<file path="config.mk">
export PLATFORM = sky130hd
export DESIGN_NAME = button_conditioner
export DESIGN_NICKNAME = d
export VERILOG_FILES = /design/src/rtl/button_conditioner.sv
export SDC_FILE = /design/constraint.sdc
export NUM_CORES = 1
export LEC_CHECK = 0
export BUFFER_PORTS_ARGS = -buffer_cell sky130_fd_sc_hd__buf_2
export CORE_MARGIN = 2
export CORE_UTILIZATION = 50
export DETAILED_ROUTE_END_ITERATION = 6
export PLACE_DENSITY = 0.8
export SYNTH_ARGS = -nofsm -noshare
export SYNTH_HDL_FRONTEND = slang
export SYNTH_SLANG_ARGS = --single-unit
</file>
<file path="constraint.sdc">
create_clock -name clock -period 1.6 [get_ports clock]
set_input_delay 0.08 -clock clock [delete_from_list [all_inputs] [get_ports clock]]
set_output_delay 0.08 -clock clock [all_outputs]
set_load 0.02 [all_outputs]
</file>
<file path="src/rtl/button_conditioner.sv">
// Two-channel pushbutton conditioner: polarity fix, 2-flop synchroniser,
// counted debounce and registered rise/fall pulses per channel.
module button_conditioner #(
  parameter int DB_CYCLES      = 16,
  parameter int BTN_ACTIVE_LOW = 0
) (
  input  logic clock,
  input  logic reset,
  input  logic sample_tick,
  input  logic down_raw,
  input  logic in_raw,
  output logic down_clean,
  output logic down_rise,
  output logic down_fall,
  output logic in_clean,
  output logic in_rise,
  output logic in_fall
);

  localparam int CNT_W = (DB_CYCLES > 1) ? $clog2(DB_CYCLES) : 1;
  localparam logic [CNT_W-1:0] CNT_MAX = CNT_W'(DB_CYCLES - 1);
  localparam logic POL = (BTN_ACTIVE_LOW != 0);

  // Channel 0 is "down", channel 1 is "in"; both share identical logic.
  logic [1:0]       pin;
  logic [1:0]       s1;
  logic [1:0]       s2;
  logic [1:0]       stable;
  logic [1:0]       rise;
  logic [1:0]       fall;
  logic [CNT_W-1:0] count [2];

  assign pin = {in_raw, down_raw} ^ {2{POL}};

  // The counter only advances on ticks while the synchronised level disagrees
  // with the accepted level; agreement at any edge discards partial progress.
  always_ff @(posedge clock) begin
    for (int ch = 0; ch < 2; ch++) begin
      if (!reset) begin
        s1[ch]     <= 1'b0;
        s2[ch]     <= 1'b0;
        stable[ch] <= 1'b0;
        rise[ch]   <= 1'b0;
        fall[ch]   <= 1'b0;
        count[ch]  <= '0;
      end else begin
        s1[ch]   <= pin[ch];
        s2[ch]   <= s1[ch];
        rise[ch] <= 1'b0;
        fall[ch] <= 1'b0;
        if (s2[ch] == stable[ch]) begin
          count[ch] <= '0;
        end else if (sample_tick) begin
          if (count[ch] == CNT_MAX) begin
            stable[ch] <= s2[ch];
            count[ch]  <= '0;
            rise[ch]   <= s2[ch];
            fall[ch]   <= ~s2[ch];
          end else begin
            count[ch] <= count[ch] + CNT_W'(1);
          end
        end
      end
    end
  end

  assign down_clean = stable[0];
  assign down_rise  = rise[0];
  assign down_fall  = fall[0];
  assign in_clean   = stable[1];
  assign in_rise    = rise[1];
  assign in_fall    = fall[1];

endmodule
</file>
# Word level (Yosys, flattened, before mapping)
# Memory sizes are Yosys's and may differ from the RTL's.
# Cells that the tools add are included.
[totals]
reg_bits = 10
latch_bits = 0
mem_bits_rw = 8
mem_bits_ro = 0
input_bits = 5
out_inout_bits = 6
wordCells = 66
n_memories = 1
[op_classes]
add_sub_neg = 2
mul = 0
div = 0
magnitude_cmp = 0
eq_ne = 4
shift = 0
n_mux = 33
bitwise = 14
reduce_logical = 4
[mem_list]
columns = ["memory", "words", "word_bits", "rd", "rd_clocked_by_memory_dff", "wr", "line", "rtl"]
rows = [
  ["count", 2, 4, 2, 0, 2, "31", "logic [CNT_W-1:0] count [2];"],
]
[op_table]
columns = ["operator", "n"]
rows = [
  ["1-bit two-way mux", 27],
  ["4-bit two-way mux", 6],
  ["4-bit by 1-bit adder with 4-bit output, second input constant", 2],
  ["4-bit equality test, second input constant", 2],
  ["1-bit inverter", 8],
  ["4-bit OR reduction", 2],
  ["1-bit bitwise OR", 6],
  ["3-bit AND reduction", 2],
  ["1-bit equality test", 2],
]

# Depth between registers and ports, before layout
# Gate-level depths: netlist (run 1).
[depth]
word_depth = 8
ltp_mapped = 4
mapped_depth_nobuf = 4

# Least setup slack after synthesis (run 1)
# Ideal clock, no wire load.
[synth_path]
path_kind = "reg2reg"
startpoint = "mem count[0][0] (netlist bit)"
endpoint = "mem count[0][3] (netlist bit) (data pin)"
setup_time_ns = 0.139
arrival_time_ns = 0.987
required_ns = 1.461
slack_ns = 0.474
stages_incl_launch_ff = 5
path_buffers = 0
synth_period_minus_slack_ns = 1.126
path_cell_list = "edfxtp_1 -> ha_1 -> nand3_1 -> nand4_1 -> nor2_1"
[synth_rtl]
columns = ["element", "line"]
rows = [
  ["start: declaration", "31"],
]

==> flow_metrics.tcl, run 1 <==
set metrics [dict create \
    synthSimpleGateAreaFrac_pct 26.4 \
    wire_per_inst_um 11.9 \
    diodes 0 \
    synthFlopType "dfxtp_1" \
    synthCells 65 \
    fill_cells 124 \
    finClkSkew_ns 0.00590 \
    core_area_um2 1330 \
    power-per-cell-area_nw_per_um2 869 \
    drive_gt1_share_pct 21.3 \
    path_clk_slew_ns 0.09 \
    setup_violations 0 \
    yosysTopAreaCell "edfxtp_1" \
    initial_core_util_pct 55.4 \
    synth_nets 72 \
    synth_mux_area_share_pct 0 \
    timing_worst_slew_pin_value_ns 0.244 \
    ys_warn_count 0 \
    leakage_nw 0.343 \
    drtAntennaViolNets 0 \
    yosys.area_share.adder_pct 3.38 \
    fin_crit_sh_pct 78.3 \
    worstPathRequired_ns 1.74 \
    vias 497 \
    routed_via_density 5.23 \
    crit_fanout 3 \
    synth-async-reset-ratio_pct 0 \
    synthTopCellsByArea "edfxtp_1 32%, dfxtp_1 27%, xor2_1 4.7%" \
    final_design_area_no_fill_um2 850 \
    clockRootBuffer "clkbuf_4" \
    grt_usage_pct 15.4 \
    path_class "flop to flop" \
    end_kind "flop" \
    irDropWorstVdd_v 0.000784 \
    drv_slew 0 \
    fin_total_pwr_w 0.000738 \
    io_buffers 10 \
    clockBufferDepth 2 \
    synth-compound-area-share_pct 1.35 \
    cts-buffers-inserted 3 \
    grt-ovfl-total 0 \
    cts_hold_buf 2 \
    slew_headroom_pct 83.5 \
    min_period_ns 1.25 \
    hold_viol_final 0 \
    wirelength_mm 1.13 \
    num_rows 13 \
    crit_arrival_ns 1.39 \
    ctsResizeCount 0 \
    die_y_um 42.5 \
    synthTopCellsByCount "10 x dfxtp_1, 8 x edfxtp_1, 6 x nand3_1, 6 x nor2_1" \
    htree_num_levels 1 \
    clk_latency_ns 0.28 \
    grt_max_degree 13 \
    ys_seq_elements 18 \
    synth-edff-count 8 \
    first_iter_violations 6 \
    cts_tree "built" \
    num_io_pins 11 \
    cap_violations 0 \
    rsz0062_at_grt "no" \
    place.gp.congestion 0.696 \
    synthDistinctLibCells 20 \
    die_w_um 42.5 \
    synth.yosys.seq_area_share_pct 59.6 \
    fin_tns_setup_ns 0 \
    clock_sinks 18 \
    area_growth_pct 14.9 \
    synth_area_per_cell_um2 11.4 \
    post_cts_buffers 0 \
    finalNetCount 88 \
    die_area_um2 1800 \
    status "completed" \
    hp-class "input pin to flop" \
    grt_pass1_wl_mm 2.04 \
    synth-xor-area-share_pct 7.11 \
    dr.pass1.iters 2 \
    synth_top_family_by_area "simple AND/OR/NAND/NOR gates" \
    synthesis.area_um2 739 \
    maxClockFrequency_ghz 0.799 \
    cp-start-kind "flop" \
    grt_pass1_vias 481 \
    yosysTopAreaCellShare_pct 32.5 \
    dp_hpwl_um 843 \
    antenna_found_initial 0 \
    placed_cell_area_um2 803 \
    yosysMostFrequentCell "dfxtp_1" \
    drc 0 \
]
## kinds of logic (layout without fill, tap and decap cells)
group,Yosys count,after routing
xor+xnor,6,6
flops,18,18
buf+inv,4,19
fa+ha+maj,2,2
simple gates,33,33
compound gates,2,2
## flip-flops by register name (all words and copies together), names as in the netlist
register and flops:
s1 2, fall 2, stable 2, rise 2
count 8, s2 2
## final timing paths
| kind | from | end | slack, ns | depth (start not counted) |
|---|---|---|---|---|
| worst max-delay path | count[0][0] | count[0][0] | 0.35 | 4 |
| worst min-delay path | reset | stable[1] | 0.15 | 3 |
| worst max register to register | count[0][0] | count[0][0] | 0.35 | 4 |
| worst min register to register | s1[0] | s2[0] | 0.44 | 1 |
## stage by stage
| step | hold WS, ns | setup WS (ns) | cells | utilization, % |
|---|---|---|---|---|
| after global placement | 0.289 | 0.411 | 89 | 60.2 |
| after floorplan | 0.207 | 0.474 | 65 | - |
| final | 0.148 | 0.348 | 95 | 63.7 |
| after global routing | 0.144 | 0.250 | 95 | 63.7 |
| after CTS | 0.137 | 0.334 | 95 | 63.7 |
| after detailed placement | 0.295 | 0.355 | 89 | 60.2 |
## power by group
group	total [W]	switching [W]	internal, W	leakage (nW)
Combinational	0.0000312	0.0000163	0.0000149	0.150
Clock	0.000215	0.000124	0.0000905	0.0154
Sequential	0.000492	0.00000661	0.000486	0.179
Total	0.000738	0.000147	0.000591	0.343
## cell type report
type | count | area (um2) | share of cell area [%]
Sequential cell | 18 | 440 | 51.8
Multi-Input combinational cell | 43 | 283 | 33.3
Timing Repair Buffer | 12 | 70.1 | 8.25
Clock buffer | 3 | 22.5 | 2.65
Tap cell | 15 | 18.8 | 2.21
Inverter | 3 | 11.3 | 1.33
Clock inverter | 1 | 3.75 | 0.442
## critical path: stages (launching register included)
cell and delay (ns):
edfxtp_1 0.42, ha_1 0.26, nand3_1 0.13, nand4_1 0.17
nor2_1 0.13
## placed cells by master (no fill, tap or decap)
cell type	count
nor4_1	1
dfxtp_1	10
nor4b_1	1
and2b_1	1
dlygate4sd3_1	2
or2_4	1
xnor2_1	2
nand4_1	4
nor3b_2	2
nand2_1	4
ha_1	2
o21ai_0	2
inv_1	3
nand2_2	1
and2_1	4
nand3_1	6
clkbuf_4	3
buf_2	10
clkinv_1	1
nor3b_1	2
nor2_1	6
edfxtp_1	8
xor2_1	4
## layer usage
metal  vias to the layer above  share of wire, %  global-route usage, %  routed length, um
li1                        259                 -                      -                  -
met1                       226                50                   19.6                567
met2                        10                45                   22.2                503
met3                         2               3.8                   7.76                 43
met4                         0               1.1                   5.63                 12
met5                         -                 0                      0                  0
(Power assumes the default switching activity.)
==> inputs of run 2 (changes only) <==
clock period = 1.2 ns   (was 1.6 ns; I/O delays follow)
==> flow_metrics.tcl, run 2 (synthesis gave the netlist of run 1 again) <==
set metrics [dict create \
    status "completed" \
    worstPathRequired_ns 1.35 \
    routed_via_density 5.23 \
    placed_cell_area_um2 818 \
    final_design_area_no_fill_um2 927 \
    io_buffers 10 \
    grt_pass1_wl_mm 2.11 \
    wire_per_inst_um 13.0 \
    cts-buffers-inserted 3 \
    grt_pass1_vias 506 \
    clockBufferDepth 2 \
    vias 518 \
    slew_headroom_pct 84.2 \
    place.gp.congestion 0.795 \
    num_rows 13 \
    dr.pass1.iters 2 \
    end_kind "flop" \
    antenna_found_initial 0 \
    num_io_pins 11 \
    clk_latency_ns 0.29 \
    layout.cells.most_common_list "10 x dfxtp_1, 10 x buf_2, 8 x edfxtp_1" \
    first_iter_violations 2 \
    die_y_um 42.5 \
    drive_gt1_share_pct 35.7 \
    cts_tree "built" \
    top_register "count" \
    path_class "flop to flop" \
    path_clk_slew_ns 0.10 \
    maxClockFrequency_ghz 0.843 \
    htree_num_levels 1 \
    finalNetCount 92 \
    rsz0062_at_grt "yes" \
    grt_usage_pct 15.9 \
    area_growth_pct 25.4 \
    fin_crit_sh_pct 98.9 \
    drc 0 \
    core_area_um2 1330 \
    hp-class "input pin to flop" \
    grt-ovfl-total 0 \
    crit_fanout 3 \
    cp-start-kind "flop" \
    drtAntennaViolNets 0 \
    finClkSkew_ns 0.00513 \
    crit_arrival_ns 1.34 \
    diodes 0 \
    rrSetupSlack_ns 0.01 \
    fin_ws_ns 0.0131 \
    wirelength_mm 1.29 \
    post-route-util_pct 69.5 \
    hold_viol_final 0 \
    clock_sinks 18 \
    initial_core_util_pct 55.4 \
    die_area_um2 1800 \
    cap_violations 0 \
    grt_max_degree 13 \
    dp_hpwl_um 930 \
    drv_slew 0 \
    irDropWorstVdd_v 0.000844 \
    power-per-cell-area_nw_per_um2 1160 \
    timing_worst_slew_pin_value_ns 0.234 \
    largest_reg_flops 8 \
    setup_violations 0 \
    clockRootBuffer "clkbuf_4" \
    post-place-ws_ns -0.0161 \
    min_period_ns 1.19 \
    die_w_um 42.5 \
    leakage_nw 0.364 \
]
==> run 2: metrics by stage <==
| stage | total power, W | hold slack [ns] | setup TNS, ns | cells |
|---|---|---|---|---|
| after CTS | 0.00108 | 0.106 | 0 | 98 |
| after global routing | 0.00112 | 0.133 | -0.192 | 99 |
| after global placement | 0.000707 | 0.267 | 0 | 91 |
| after floorplan | 0.000692 | 0.187 | 0 | 65 |
| after detailed placement | 0.000710 | 0.276 | -0.0266 | 91 |
| final | 0.00108 | 0.125 | 0 | 99 |
==> run 2: power breakdown <==
| part | internal [W] | switching (W) | leakage, nW | total [W] |
|---|---|---|---|---|
| Sequential | 0.000648 | 0.00000968 | 0.179 | 0.000657 |
| Combinational | 0.0000240 | 0.0000248 | 0.164 | 0.0000488 |
| Clock | 0.000185 | 0.000189 | 0.0210 | 0.000374 |
==> run 2: worst max-delay path, cell delays in order (launching register included) <==
cell	delay (ns)
edfxtp_1	0.41
ha_2	0.23
nand3_2	0.08
nand4_1	0.16
nor2_1	0.16
==> run 2: cell type report <==
| type | instances | area (um2) |
|---|---|---|
| inverters | 3 | 11.3 |
| flip-flops and latches | 18 | 440 |
| well taps | 15 | 18.8 |
| clock buffers | 4 | 36.3 |
| fillers | 100 | 407 |
| repair buffers | 16 | 100 |
| multi-input cells | 43 | 320 |
==> run 2: final timing paths <==
| path | from | to | cells past startpoint |
|---|---|---|---|
| min reg2reg | s1[1] | s2[1] | 1 |
| max | count[1][1] | count[1][1] | 4 |
| min | reset | stable[0] | 3 |
| max reg2reg | count[1][1] | count[1][1] | 4 |
==> run 2: repair_timing <==
item                                   in CTS  in global routing
pin swaps                                   4                  8
setup buffers                               1                  2
setup endpoints to repair                   6                 14
gates resized for setup                     2                  6
endpoints found under the hold margin       2                  0
hold buffers                                2                  0
==> run 2: routing by layer <==
layer / global-route usage, % / wire [um]
met5: 0 / 0
met4: 9.38 / 23
met3: 2.59 / 30
met2: 25.8 / 609
met1: 19.8 / 627
==> inputs of run 3 (changes only) <==
ABC_AREA = 1   (was default)
RECOVER_POWER = 25   (was default)
==> flow_metrics.tcl, run 3 <==
set metrics [dict create \
    synth-edff-count 8 \
    synthesis.area_um2 797 \
    top_register "count" \
    grtUsageMet3_pct 2.50 \
    first_iter_violations 9 \
    grt_pass1_vias 540 \
    die_w_um 43.9 \
    antenna_found_initial 0 \
    synth_area_per_cell_um2 8.86 \
    slew_headroom_pct 83.2 \
    synthTopCellsByCount "20 x nor2_1, 19 x nand2_1, 11 x inv_1, 10 x dfxtp_1, 8 x edfxtp_1" \
    leakage_nw 0.401 \
    num_io_pins 11 \
    grt_use_met2_pct 26.2 \
    register_area_um2 440 \
    area_growth_pct 19.3 \
    cts_tree "built" \
    drv_slew 0 \
    end_kind "flop" \
    min_period_ns 1.15 \
    grt_max_degree 11 \
    synth-async-reset-ratio_pct 0 \
    synthTopCellsByArea "edfxtp_1 30%, dfxtp_1 25%, nor2_1 9.4%" \
    hp-class "input pin to flop" \
    timing_worst_slew_pin_value_ns 0.253 \
    synthCells 90 \
    largest_reg_flops 8 \
    use_met1_pct 15.6 \
    drive_gt1_share_pct 24.1 \
    ys_seq_elements 18 \
    busiest_layer "met2" \
    hold_viol_final 0 \
    max_stage_delay_ns 0.40 \
    dr.pass1.iters 4 \
    grt_usage_pct 14.8 \
    fin_ws_ns 0.0532 \
    clockRootBuffer "clkbuf_4" \
    dp_hpwl_um 962 \
    crit_arrival_ns 1.20 \
    yosysTopAreaCellShare_pct 30.1 \
    power-per-cell-area_nw_per_um2 1130 \
    core_area_um2 1510 \
    critical_path.startpoint "count[0][1]" \
    irDropWorstVdd_v 0.000902 \
    cap_violations 0 \
    wire_per_inst_um 10.4 \
    synthDistinctLibCells 16 \
    finClkSkew_ns 0.00193 \
    place.gp.congestion 0.765 \
    fin_crit_sh_pct 95.6 \
    yosysMostFrequentCell "nor2_1" \
    maxClockFrequency_ghz 0.872 \
    io_buffers 10 \
    grt_pass1_wl_mm 2.02 \
    synthFlopType "dfxtp_1" \
    clk_latency_ns 0.29 \
    multiInputGateArea_um2 319 \
    clock_sinks 18 \
    worstPathRequired_ns 1.26 \
    hold_start "reset" \
    r2r-start "count[0][1]" \
    path_clk_slew_ns 0.09 \
    post-route-util_pct 63.1 \
    crit_fanout 4 \
    cp_common_cell "nand3_2" \
    cts-buffers-inserted 3 \
    diodes 0 \
    vias 594 \
    layout_commonest_cell "nor2_1" \
    fill_cells 133 \
    cp_slowest_cell "edfxtp_1" \
    num_rows 14 \
    routed_via_density 4.79 \
    die_y_um 43.9 \
    post-place-ws_ns 0.0386 \
    ys_warn_count 0 \
    die_area_um2 1930 \
    drc 0 \
    cp_cell_sequence "ha_2 > nand3_2 > nand3_2 > nor2_1" \
    setup_violations 0 \
    status "completed" \
    htree_num_levels 1 \
    synth_nets 97 \
    fin_total_pwr_w 0.00108 \
    synth.yosys.seq_area_share_pct 55.3 \
    drtAntennaViolNets 0 \
    finalNetCount 116 \
    wirelength_mm 1.29 \
    clockBufferDepth 2 \
    grt-ovfl-total 0 \
    cp-start-kind "flop" \
    path_class "flop to flop" \
    layout.cells.most_common_list "20 x nor2_1, 19 x nand2_1, 11 x inv_1" \
    yosysTopAreaCell "edfxtp_1" \
    initial_core_util_pct 52.9 \
]
run 3: changes by cell type after synthesis, sizes merged, moves of 4 or more:
cell / change
nor2: +17
nand2: +16
inv: +9
and2: -4
nor3b: -4
xor2: -4
run 3: worst paths after layout:
| kind | end | slack (ns) | cells past startpoint |
|---|---|---|---|
| worst max register to register | count[0][2] | 0.05 | 4 |
| worst min-delay path | s2[0] | 0.05 | 3 |
| worst max-delay path | count[0][2] | 0.05 | 4 |
| worst min register to register | s2[0] | 0.43 | 2 |
run 3: stage by stage:
step	cells	hold slack, ns	instance area (um2)	setup TNS [ns]
after CTS	123	0.0468	931	0
after detailed placement	117	0.244	875	0
after global routing	124	0.0662	951	-0.0454
after floorplan	90	0.158	797	0
after global placement	117	0.245	875	0
final	124	0.0457	951	0
run 3: layout make-up:
class | count | share of cell area, %
multi-input combinational | 59 | 33.6
inverter | 12 | 4.74
tap | 16 | 2.11
sequential | 18 | 46.3
timing repair buffer | 15 | 9.47
clock buffer | 4 | 3.82
run 3: critical path: cells and delay by family (launching register included):
kind / cells / cell delay (ns)
adder cells (fa/ha/maj): 1 / 0.23
flip-flops: 1 / 0.40
AND/OR/NAND/NOR: 3 / 0.28
run 3: cells by family after synthesis:
logic type / share of synthesized area, %
adder cells (fa/ha/maj): 3.14
XOR/XNOR: 2.20
buffers and inverters: 6.59
AND/OR/NAND/NOR: 32.8
flip-flops: 55.3
run 3: per-layer routing:
layer  vias to the layer above  share of wire, %
li1                        315                 -
met1                       263                45
met2                        11                48
met3                         5               3.3
met4                         0               3.0
met5                         -                 0
run 3: timing repair:
action,CTS,global route
resized for setup,0,3
endpoints found under the setup margin,0,13
hold endpoints to repair,2,0
hold buffers,2,0
setup buffers,0,1
run 3: report_power, final:
part           switching [W]  internal, W
registers         0.00000934     0.000648
clock network       0.000178     0.000185
logic              0.0000302    0.0000246
total               0.000217     0.000858
